<file path="src/rtl/acq_ctrl.sv">
// acq_ctrl: oscilloscope acquisition controller. Latches the timebase for
// each capture, writes ADC samples into a ring buffer on every sample
// strobe, finds the trigger (edge or auto timeout) and hands the finished
// record to the display side.
//
// Hand-off: ready is the "valid" side of the record hand-off. It rises when
// a complete record sits in the buffer and stays high until the display
// pulses disp_ack; the record is considered consumed on the in_clk edge
// that samples ready=1 and disp_ack=1 together. disp_ack while ready=0 is
// ignored, and stop withdraws ready without any acknowledge.
module acq_ctrl #(
  parameter int DEPTH_LOG2 = 8,
  parameter int PRE_DEPTH  = 64,
  parameter int AUTO_TICKS = 1024
) (
  input  logic                  in_clk,
  input  logic                  rst_n,
  input  logic                  sample_tick,
  input  logic [7:0]            adc_data,
  input  logic [1:0]            tb_sel,
  input  logic                  arm,
  input  logic                  stop,
  input  logic                  single,
  input  logic                  auto_mode,
  input  logic [7:0]            trig_level,
  input  logic                  trig_rising,
  input  logic                  disp_ack,
  output logic [1:0]            divisor,
  output logic                  wr_en,
  output logic [DEPTH_LOG2-1:0] wr_addr,
  output logic [7:0]            wr_data,
  output logic [DEPTH_LOG2-1:0] trig_addr,
  output logic                  busy,
  output logic                  ready,
  output logic                  forced,
  output logic [2:0]            state_dbg
);

  typedef enum logic [2:0] {
    S_IDLE  = 3'd0,
    S_PRE   = 3'd1,
    S_ARMED = 3'd2,
    S_POST  = 3'd3,
    S_READY = 3'd4
  } state_t;

  localparam int TO_W = $clog2(AUTO_TICKS + 1);
  // Counter values seen on the last write of the PRE and POST phases.
  localparam logic [DEPTH_LOG2-1:0] PRE_LAST  = DEPTH_LOG2'(PRE_DEPTH - 1);
  localparam logic [DEPTH_LOG2-1:0] POST_LAST = DEPTH_LOG2'((1 << DEPTH_LOG2) - PRE_DEPTH - 2);
  localparam logic [TO_W-1:0]       TO_MAX    = TO_W'(AUTO_TICKS);

  state_t                  state, state_nxt;
  logic [DEPTH_LOG2-1:0]   wp;
  logic [DEPTH_LOG2-1:0]   pre_cnt;
  logic [DEPTH_LOG2-1:0]   post_cnt;
  logic [TO_W-1:0]         to_cnt;
  logic [7:0]              prev;
  logic                    hit;
  logic                    do_wr;
  logic                    clr;
  logic                    trig_now;
  logic                    trig_forced;

  assign state_dbg = state;

  // State register.
  always_ff @(posedge in_clk or negedge rst_n) begin
    if (!rst_n) state <= S_IDLE;
    else        state <= state_nxt;
  end

  // Next state, write enable, capture clear and trigger decision.
  always_comb begin
    state_nxt   = state;
    do_wr       = 1'b0;
    clr         = 1'b0;
    trig_now    = 1'b0;
    trig_forced = 1'b0;
    hit         = trig_rising ? ((prev < trig_level) && (adc_data >= trig_level))
                              : ((prev > trig_level) && (adc_data <= trig_level));
    if (stop) begin
      state_nxt = S_IDLE;
    end else begin
      case (state)
        S_IDLE: begin
          if (arm) begin
            state_nxt = S_PRE;
            clr       = 1'b1;
          end
        end
        S_PRE: begin
          if (sample_tick) begin
            do_wr = 1'b1;
            if (pre_cnt == PRE_LAST) state_nxt = S_ARMED;
          end
        end
        S_ARMED: begin
          if (sample_tick) begin
            do_wr = 1'b1;
            // A real edge takes priority over the timeout on the same tick.
            if (hit) begin
              trig_now  = 1'b1;
              state_nxt = S_POST;
            end else if (auto_mode && (to_cnt == TO_MAX)) begin
              trig_now    = 1'b1;
              trig_forced = 1'b1;
              state_nxt   = S_POST;
            end
          end
        end
        S_POST: begin
          if (sample_tick) begin
            do_wr = 1'b1;
            if (post_cnt == POST_LAST) state_nxt = S_READY;
          end
        end
        S_READY: begin
          if (disp_ack) begin
            clr       = ~single;
            state_nxt = single ? S_IDLE : S_PRE;
          end
        end
        default: state_nxt = S_IDLE;
      endcase
    end
  end

  // Datapath: write port, pointer, phase counters, trigger record, status.
  always_ff @(posedge in_clk or negedge rst_n) begin
    if (!rst_n) begin
      wp        <= '0;
      pre_cnt   <= '0;
      post_cnt  <= '0;
      to_cnt    <= '0;
      prev      <= '0;
      wr_en     <= 1'b0;
      wr_addr   <= '0;
      wr_data   <= '0;
      trig_addr <= '0;
      forced    <= 1'b0;
      divisor   <= '0;
      busy      <= 1'b0;
      ready     <= 1'b0;
    end else begin
      wr_en <= do_wr;
      if (clr) begin
        wp       <= '0;
        pre_cnt  <= '0;
        post_cnt <= '0;
        to_cnt   <= '0;
        forced   <= 1'b0;
      end
      if (do_wr) begin
        wr_addr <= wp;
        wr_data <= adc_data;
        wp      <= wp + 1'b1;
        prev    <= adc_data;
        if (state == S_PRE)  pre_cnt  <= pre_cnt + 1'b1;
        if (state == S_POST) post_cnt <= post_cnt + 1'b1;
        // Saturate so normal mode can sit in ARMED forever.
        if ((state == S_ARMED) && !trig_now && (to_cnt != TO_MAX))
          to_cnt <= to_cnt + 1'b1;
      end
      if (trig_now) begin
        trig_addr <= wp;
        forced    <= trig_forced;
      end
      // Timebase only tracks the request between captures.
      if (state == S_IDLE) divisor <= tb_sel;
      busy  <= (state_nxt == S_PRE) || (state_nxt == S_ARMED) || (state_nxt == S_POST);
      ready <= (state_nxt == S_READY);
    end
  end

endmodule

</file>
<file path="config.mk">
export PLATFORM = sky130hd
export DESIGN_NAME = acq_ctrl
export DESIGN_NICKNAME = d
export VERILOG_FILES = /design/src/rtl/acq_ctrl.sv
export SDC_FILE = /design/constraint.sdc
export NUM_CORES = 1
export LEC_CHECK = 0
export CAP_MARGIN = 20
export CORE_ASPECT_RATIO = 0.7
export CORE_MARGIN = 1
export CORE_UTILIZATION = 41
export CTS_BUF_LIST = sky130_fd_sc_hd__clkbuf_8
export CTS_CLUSTER_SIZE = 40
export DETAILED_ROUTE_END_ITERATION = 16
export DONT_BUFFER_PORTS = 1
export HOLD_SLACK_MARGIN = 0.12
export SYNTH_ARGS = -nofsm -noshare
export SYNTH_HDL_FRONTEND = slang
export SYNTH_SLANG_ARGS = --single-unit
</file>
<file path="constraint.sdc">
create_clock -name in_clk -period 2.2 [get_ports in_clk]
set_input_delay 0.33 -clock in_clk [delete_from_list [all_inputs] [get_ports in_clk]]
set_output_delay 0.33 -clock in_clk [all_outputs]
set_load 0.02 [all_outputs]
</file>
==> flow_summary.json, run 1 <==
{
  "status": "finished, violations left",
  "violations": "negative setup slack",
  "p_per_area_mw_per_mm2": 649.8,
  "synth_top_cell_by_area": "dfrtp_1",
  "netlist.area_leader.share_pct": 47.80,
  "clk_pin_slew_ps": 70,
  "p_leak_uw": 0.002087,
  "diodes": 0,
  "cp-end-kind": "flip-flop",
  "cts_sinks": 68,
  "r2r_setup_slack_ps": -110,
  "fin_skew_ps": 4.976,
  "async_flop_share_pct": 100.0,
  "setup_viol": 15,
  "ant_nets": 0,
  "crit_fanout": 5,
  "cts.path.max_buffers": 2,
  "dpl-instance-area_sq_mm": 0.003953,
  "synth_warnings": 0,
  "drcViolationCount": 0,
  "dieArea_sq_mm": 0.009065,
  "final_area_sq_mm": 0.004447,
  "ir_drop_mv": 0.3972,
  "io_buffers": 0,
  "yosys.cell_types.count": 52,
  "grt_pass1_vias": 2927,
  "maxCapViolations": 0,
  "period_share_pct": 104.9,
  "ios": 60,
  "die_h_um": 79.96,
  "required_ps": 2450,
  "initial_utilization_pct": 42.16,
  "critPathLaunchType": "flip-flop",
  "hold_violations": 0,
  "dp_slack_ps": -235.2,
  "grtUsageTotal_pct": 20.95,
  "seq_area_frac_synth_pct": 47.80,
  "avgRoutedWirePerCell_um": 15.25,
  "grt_antenna_before_repair": 0,
  "dr.pass1.iters": 4,
  "fp.dieW_um": 113.4,
  "cts_tree": "built",
  "drv_slew": 0,
  "min_from": "stop",
  "synth-edff-count": 0,
  "core_area_sq_mm": 0.008443,
  "finalPower_uw": 2890,
  "hpwl_um": 5782,
  "vias": 2889,
  "synth_area_sq_mm": 0.003560,
  "rows": 28,
  "clock.fmax_mhz": 433.2,
  "ys_ff_latch": 68,
  "min_period_ps": 2308,
  "synth.area.top_cells": "dfrtp_1 (48%), nand2_1 (9.1%), ha_1 (7.7%)",
  "syn_inst": 379,
  "gp_congestion": 0.8363,
  "syn-num-nets": 428,
  "r2r_cells": 10,
  "whs_path_depth": 2,
  "final-seq-area_sq_mm": 0.001702,
  "overflow": 0,
  "hp-class": "in -> reg",
  "ys.flop_type": "dfrtp_1",
  "setup_ws_ps": -108.5,
  "utilization_pct": 52.67,
  "tightestPinTransition_ps": 494.4,
  "whs_endpoint": "forced$_DFFE_PN0P_",
  "syn_area_per_cell_sq_um": 9.392,
  "route.detailed.vias_per_inst": 5.215,
  "cts_made_buffers": 9,
  "grt_pass1_wl_um": 14460,
  "r2r_start": "prev[1]$_DFFE_PN0P_",
  "reg2reg_to": "to_cnt[3]$_DFF_PN0_",
  "path_class": "reg -> reg",
  "fill_cells": 793,
  "nets": 478,
  "critical_path_arrival_ps": 2560,
  "area_delta_synth_final_pct": 24.92,
  "slew_headroom_pct": 66.90,
  "grt_start_max_net_pins": 69,
  "htreeDepth": 3,
  "drt_iter0_drc": 171,
  "multi_input_comb_area_sq_mm": 0.001868,
  "drive_gt1_share_pct": 23.27,
  "grt_setup_unrepaired": "yes",
  "clock_latency_ps": 350,
  "clockRootBuffer": "clkbuf_8",
  "wirelength_um": 8451
}
per-stage QoR:
step                      TNS (ps)  instances  hold WS [ps]
after floorplan             -522.3        379         34.41
after global placement       -2028        516         35.94
after detailed placement     -3305        516         35.87
after CTS                   -481.3        550         145.1
after global routing         -2439        554         163.6
final                       -647.3        554         181.3
worst max-delay path: stages (launching register included):
cell and delay (ps):
dfrtp_1 420, ha_4 280, nor2b_4 120, o211ai_1 110, a21oi_2 200, nor3_2 70, buf_4 150, o211ai_1 430
buf_4 200, a21oi_1 40, a31o_2 210
final cells by class:
cell class	instances	area share [%]
multi-input combinational	282	42.01
sequential	68	38.27
timing repair buffer	52	10.07
tap	120	3.376
clock buffer	10	3.095
inverter	16	1.745
clock inverter	6	1.435
timing repair:
item | CTS | global route
buffers inserted | 4 | 4
endpoints found under the hold margin | 82 | 0
endpoints found under the setup margin | 12 | 20
gates cloned | 1 | 0
resized for setup | 10 | 8
pin swaps | 4 | 8
hold buffers | 13 | 0
per-layer routing:
layer | GRT usage (%) | part of all wire (%) | up-vias
met1 | 28.59 | 51 | 1355
met2 | 31.53 | 42 | 80
met5 | 0 | 0 | -
li1 | - | - | 1439
met3 | 6.378 | 5.6 | 15
met4 | 7.105 | 1.9 | 0
registers in the layout, summed over array words and instances (netlist names):
signal     flops
wr_en          1
state_dbg      3
wr_addr        8
divisor        2
prev           8
pre_cnt        8
forced         1
post_cnt       8
to_cnt        11
wp             8
ready          1
busy           1
trig_addr      8
layout by cell type, fill, tap and decap left out, types with 2 or more instances in the layout:
| master | n |
|---|---|
| a21o_1 | 3 |
| a21o_4 | 2 |
| a21oi_1 | 6 |
| a22oi_1 | 4 |
| a22oi_2 | 3 |
| and3_1 | 9 |
| and4_1 | 3 |
| buf_4 | 37 |
| buf_6 | 2 |
| clkbuf_8 | 10 |
| clkinv_2 | 2 |
| clkinvlp_4 | 2 |
| dfrtp_1 | 68 |
| dlygate4sd3_1 | 12 |
| ha_1 | 17 |
| ha_4 | 5 |
| inv_1 | 8 |
| inv_2 | 6 |
| mux2_2 | 8 |
| mux2_4 | 3 |
| nand2_1 | 85 |
| nand2b_1 | 6 |
| nand3_1 | 22 |
| nand3_2 | 4 |
| nand4_1 | 9 |
| nor2_1 | 13 |
| nor2b_1 | 3 |
| nor3_1 | 2 |
| nor3_2 | 2 |
| nor4_1 | 3 |
| o211ai_1 | 7 |
| o21ai_0 | 29 |
| o31ai_1 | 3 |
| or2_2 | 2 |
| or3_1 | 2 |
| xor2_1 | 3 |
cells by family after synthesis:
kind of cell	count (synthesis)	synth area share [%]
and+or+nand+nor	175	23.59
xor gates and xnor gates	3	0.7383
AOI/OAI and AO/OA	69	12.62
buffers and inverters	30	3.444
DFF	68	47.80
muxes	12	4.077
adders and majority gates	22	7.733
cell usage after synthesis, types with 2 or more instances:
master and instances:
and4_1 3, mux2_4 3, nor2b_1 4, nand2b_1 6, nor3_1 3, a21o_1 3, mux2_2 8, nand2_1 86
clkbuf_1 10, a21oi_1 7, and3_1 9, or2_2 3, nor2_1 13, a22oi_1 7, o31ai_1 3, o211ai_1 7
xor2_1 3, inv_1 15, nor4_1 3, or3_1 2, ha_1 22, nand3_1 25, nand4_1 9, o21ai_0 30
dfrtp_1 68
report_power, final:
group	internal, uW	total [uW]	switching, uW
registers	1300	1360	58.6
clock network	551	1040	486
logic	228	489	261
worst max path at each step:
stage	startpoint	end	cells after the start
final	prev[1]$_DFFE_PN0P_	to_cnt[3]$_DFF_PN0_	10
after global routing	prev[1]$_DFFE_PN0P_	to_cnt[4]$_DFF_PN0_	10
after CTS	prev[1]$_DFFE_PN0P_	trig_addr[7]$_DFFE_PN0P_	8
after detailed placement	trig_level[4]	trig_addr[7]$_DFFE_PN0P_	8
after global placement	trig_level[5]	trig_addr[5]$_DFFE_PN0P_	8
after floorplan	trig_level[1]	trig_addr[5]$_DFFE_PN0P_	10
(Power assumes the default switching activity.)
==> run 2, diff against run 1 <==
- ABC_CLOCK_PERIOD_IN_PS: default -> 2200
- GPL_TIMING_DRIVEN: default -> 0
==> flow_summary.json, run 2 (same netlist as run 1, synthesis figures left out) <==
{
  "die_h_um": 79.96,
  "finalPower_uw": 3130,
  "layout_commonest_cell": "nand2_1",
  "vias": 2835,
  "setup_ws_ps": -192.1,
  "status": "finished, violations left",
  "p_leak_uw": 0.002042,
  "cp-end-kind": "flip-flop",
  "wl_met1_um": 4157,
  "dp.cells": 499,
  "grt_start_max_net_pins": 69,
  "tightestPinTransition_ps": 538.5,
  "regMostFlops": "to_cnt",
  "final_cell_mix": "nand2_1 (86), dfrtp_1 (64), o21ai_0 (29)",
  "critPathLaunchType": "flip-flop",
  "crit_fanout": 7,
  "hp-class": "in -> reg",
  "fp.dieW_um": 113.4,
  "p_per_area_mw_per_mm2": 696.9,
  "grt_setup_unrepaired": "yes",
  "nets": 463,
  "cts_made_buffers": 9,
  "grt_pass1_vias": 2870,
  "htreeDepth": 3,
  "io_buffers": 0,
  "clk_pin_slew_ps": 80,
  "routed.top_layer": "met4",
  "clock.fmax_mhz": 418.0,
  "grt_antenna_before_repair": 0,
  "cts_tree": "built",
  "dr.pass1.iters": 4,
  "grtUsageTotal_pct": 20.80,
  "maxCapViolations": 0,
  "gp_congestion": 0.8584,
  "drv_slew": 0,
  "setup_viol": 20,
  "period_share_pct": 108.7,
  "fill_cells": 758,
  "fin_skew_ps": 8.858,
  "violations": "negative setup slack",
  "grt_pass1_wl_um": 14350,
  "whs_path_depth": 3,
  "drive_gt1_share_pct": 23.15,
  "instances_no_fill": 539,
  "clockRootBuffer": "clkbuf_8",
  "avgRoutedWirePerCell_um": 15.55,
  "route.detailed.vias_per_inst": 5.260,
  "drt_iter0_drc": 144,
  "cts_sinks": 68,
  "ir_drop_mv": 0.3886,
  "wl_met3_um": 558,
  "path_class": "reg -> reg",
  "largest_reg_flops": 11,
  "dieArea_sq_mm": 0.009065,
  "hold_violations": 0,
  "critical_path_arrival_ps": 2630,
  "ant_nets": 0,
  "wirelength_um": 8381,
  "cts.path.max_buffers": 2,
  "utilization_pct": 53.19,
  "r2r_cells": 9,
  "core_area_sq_mm": 0.008443,
  "drcViolationCount": 0,
  "wl_met2_um": 3601,
  "clock_latency_ps": 350,
  "slew_headroom_pct": 64.10,
  "area_delta_synth_final_pct": 26.15,
  "rows": 28,
  "ios": 60,
  "final_area_sq_mm": 0.004491,
  "overflow": 0,
  "diodes": 0,
  "initial_utilization_pct": 42.16,
  "hpwl_um": 5658,
  "dpl-instance-area_sq_mm": 0.003784,
  "min_period_ps": 2392,
  "setup_tns_ps": -2707,
  "required_ps": 2430
}
## run 2: stage by stage
stage	hold slack (ps)	worst slack, ps
floorplan	34.41	-165.3
global placement	36.22	-359.5
detailed placement	35.91	-379.2
CTS	265.7	-305.2
global route	265.0	-290.0
finish	257.1	-192.1
## run 2: layer usage
| layer | vias to the layer above | GRT usage (%) |
|---|---|---|
| met4 | 0 | 5.526 |
| met5 | - | 0 |
| met2 | 69 | 31.53 |
| li1 | 1404 | - |
| met1 | 1357 | 28.20 |
| met3 | 5 | 7.213 |
## run 2: worst max-delay path, cell delays in order (launching register included)
cell and delay, ps:
dfrtp_2 480, ha_4 240, nor2b_4 120, o211ai_1 190, a21oi_2 90, a2111o_1 340
o21a_2 150, a21o_4 220, buf_8 140, mux2_4 290
## run 2: power breakdown
part           total (uW)  switching (uW)  leakage, uW  internal, uW
sequential           1430             119     0.000923          1310
clock                1360             479     0.000136           877
combinational         348             189     0.000983           159
## run 2: path summary, 6_finish.rpt
check / from / endpoint / slack, ps
min: sample_tick / forced$_DFFE_PN0P_ / 260
min reg2reg: post_cnt[7]$_DFF_PN0_ / post_cnt[7]$_DFF_PN0_ / 500
min in group asynchronous: rst_n / prev[0]$_DFFE_PN0P_ / 530
max: prev[1]$_DFFE_PN0P_ / trig_addr[5]$_DFFE_PN0P_ / -190
max reg2reg: prev[1]$_DFFE_PN0P_ / trig_addr[5]$_DFFE_PN0P_ / -190
max in group asynchronous: rst_n / state_dbg[1]$_DFF_PN0_ / 1350
## run 2: cell type report
cell class | instances | area, sq um | area share (%)
Sequential cell | 68 | 1707 | 38.01
Inverter | 16 | 80.08 | 1.783
Clock inverter | 3 | 90.09 | 2.006
Multi-Input combinational cell | 281 | 1939 | 43.19
Buffer | 11 | 95.09 | 2.118
Clock buffer | 13 | 178.9 | 3.984
Timing Repair Buffer | 27 | 250.2 | 5.573
Tap cell | 120 | 150.1 | 3.344
## run 2: repair_timing
| item | 4_1_cts | 5_1_grt |
|---|---|---|
| buffers inserted | 12 | 2 |
| hold buffers | 12 | 0 |
| hold endpoints to repair | 78 | 0 |
| cloned | 1 | 0 |
| pin swaps | 15 | 7 |
| gates resized for setup | 37 | 12 |
| endpoints found under the setup margin | 43 | 32 |
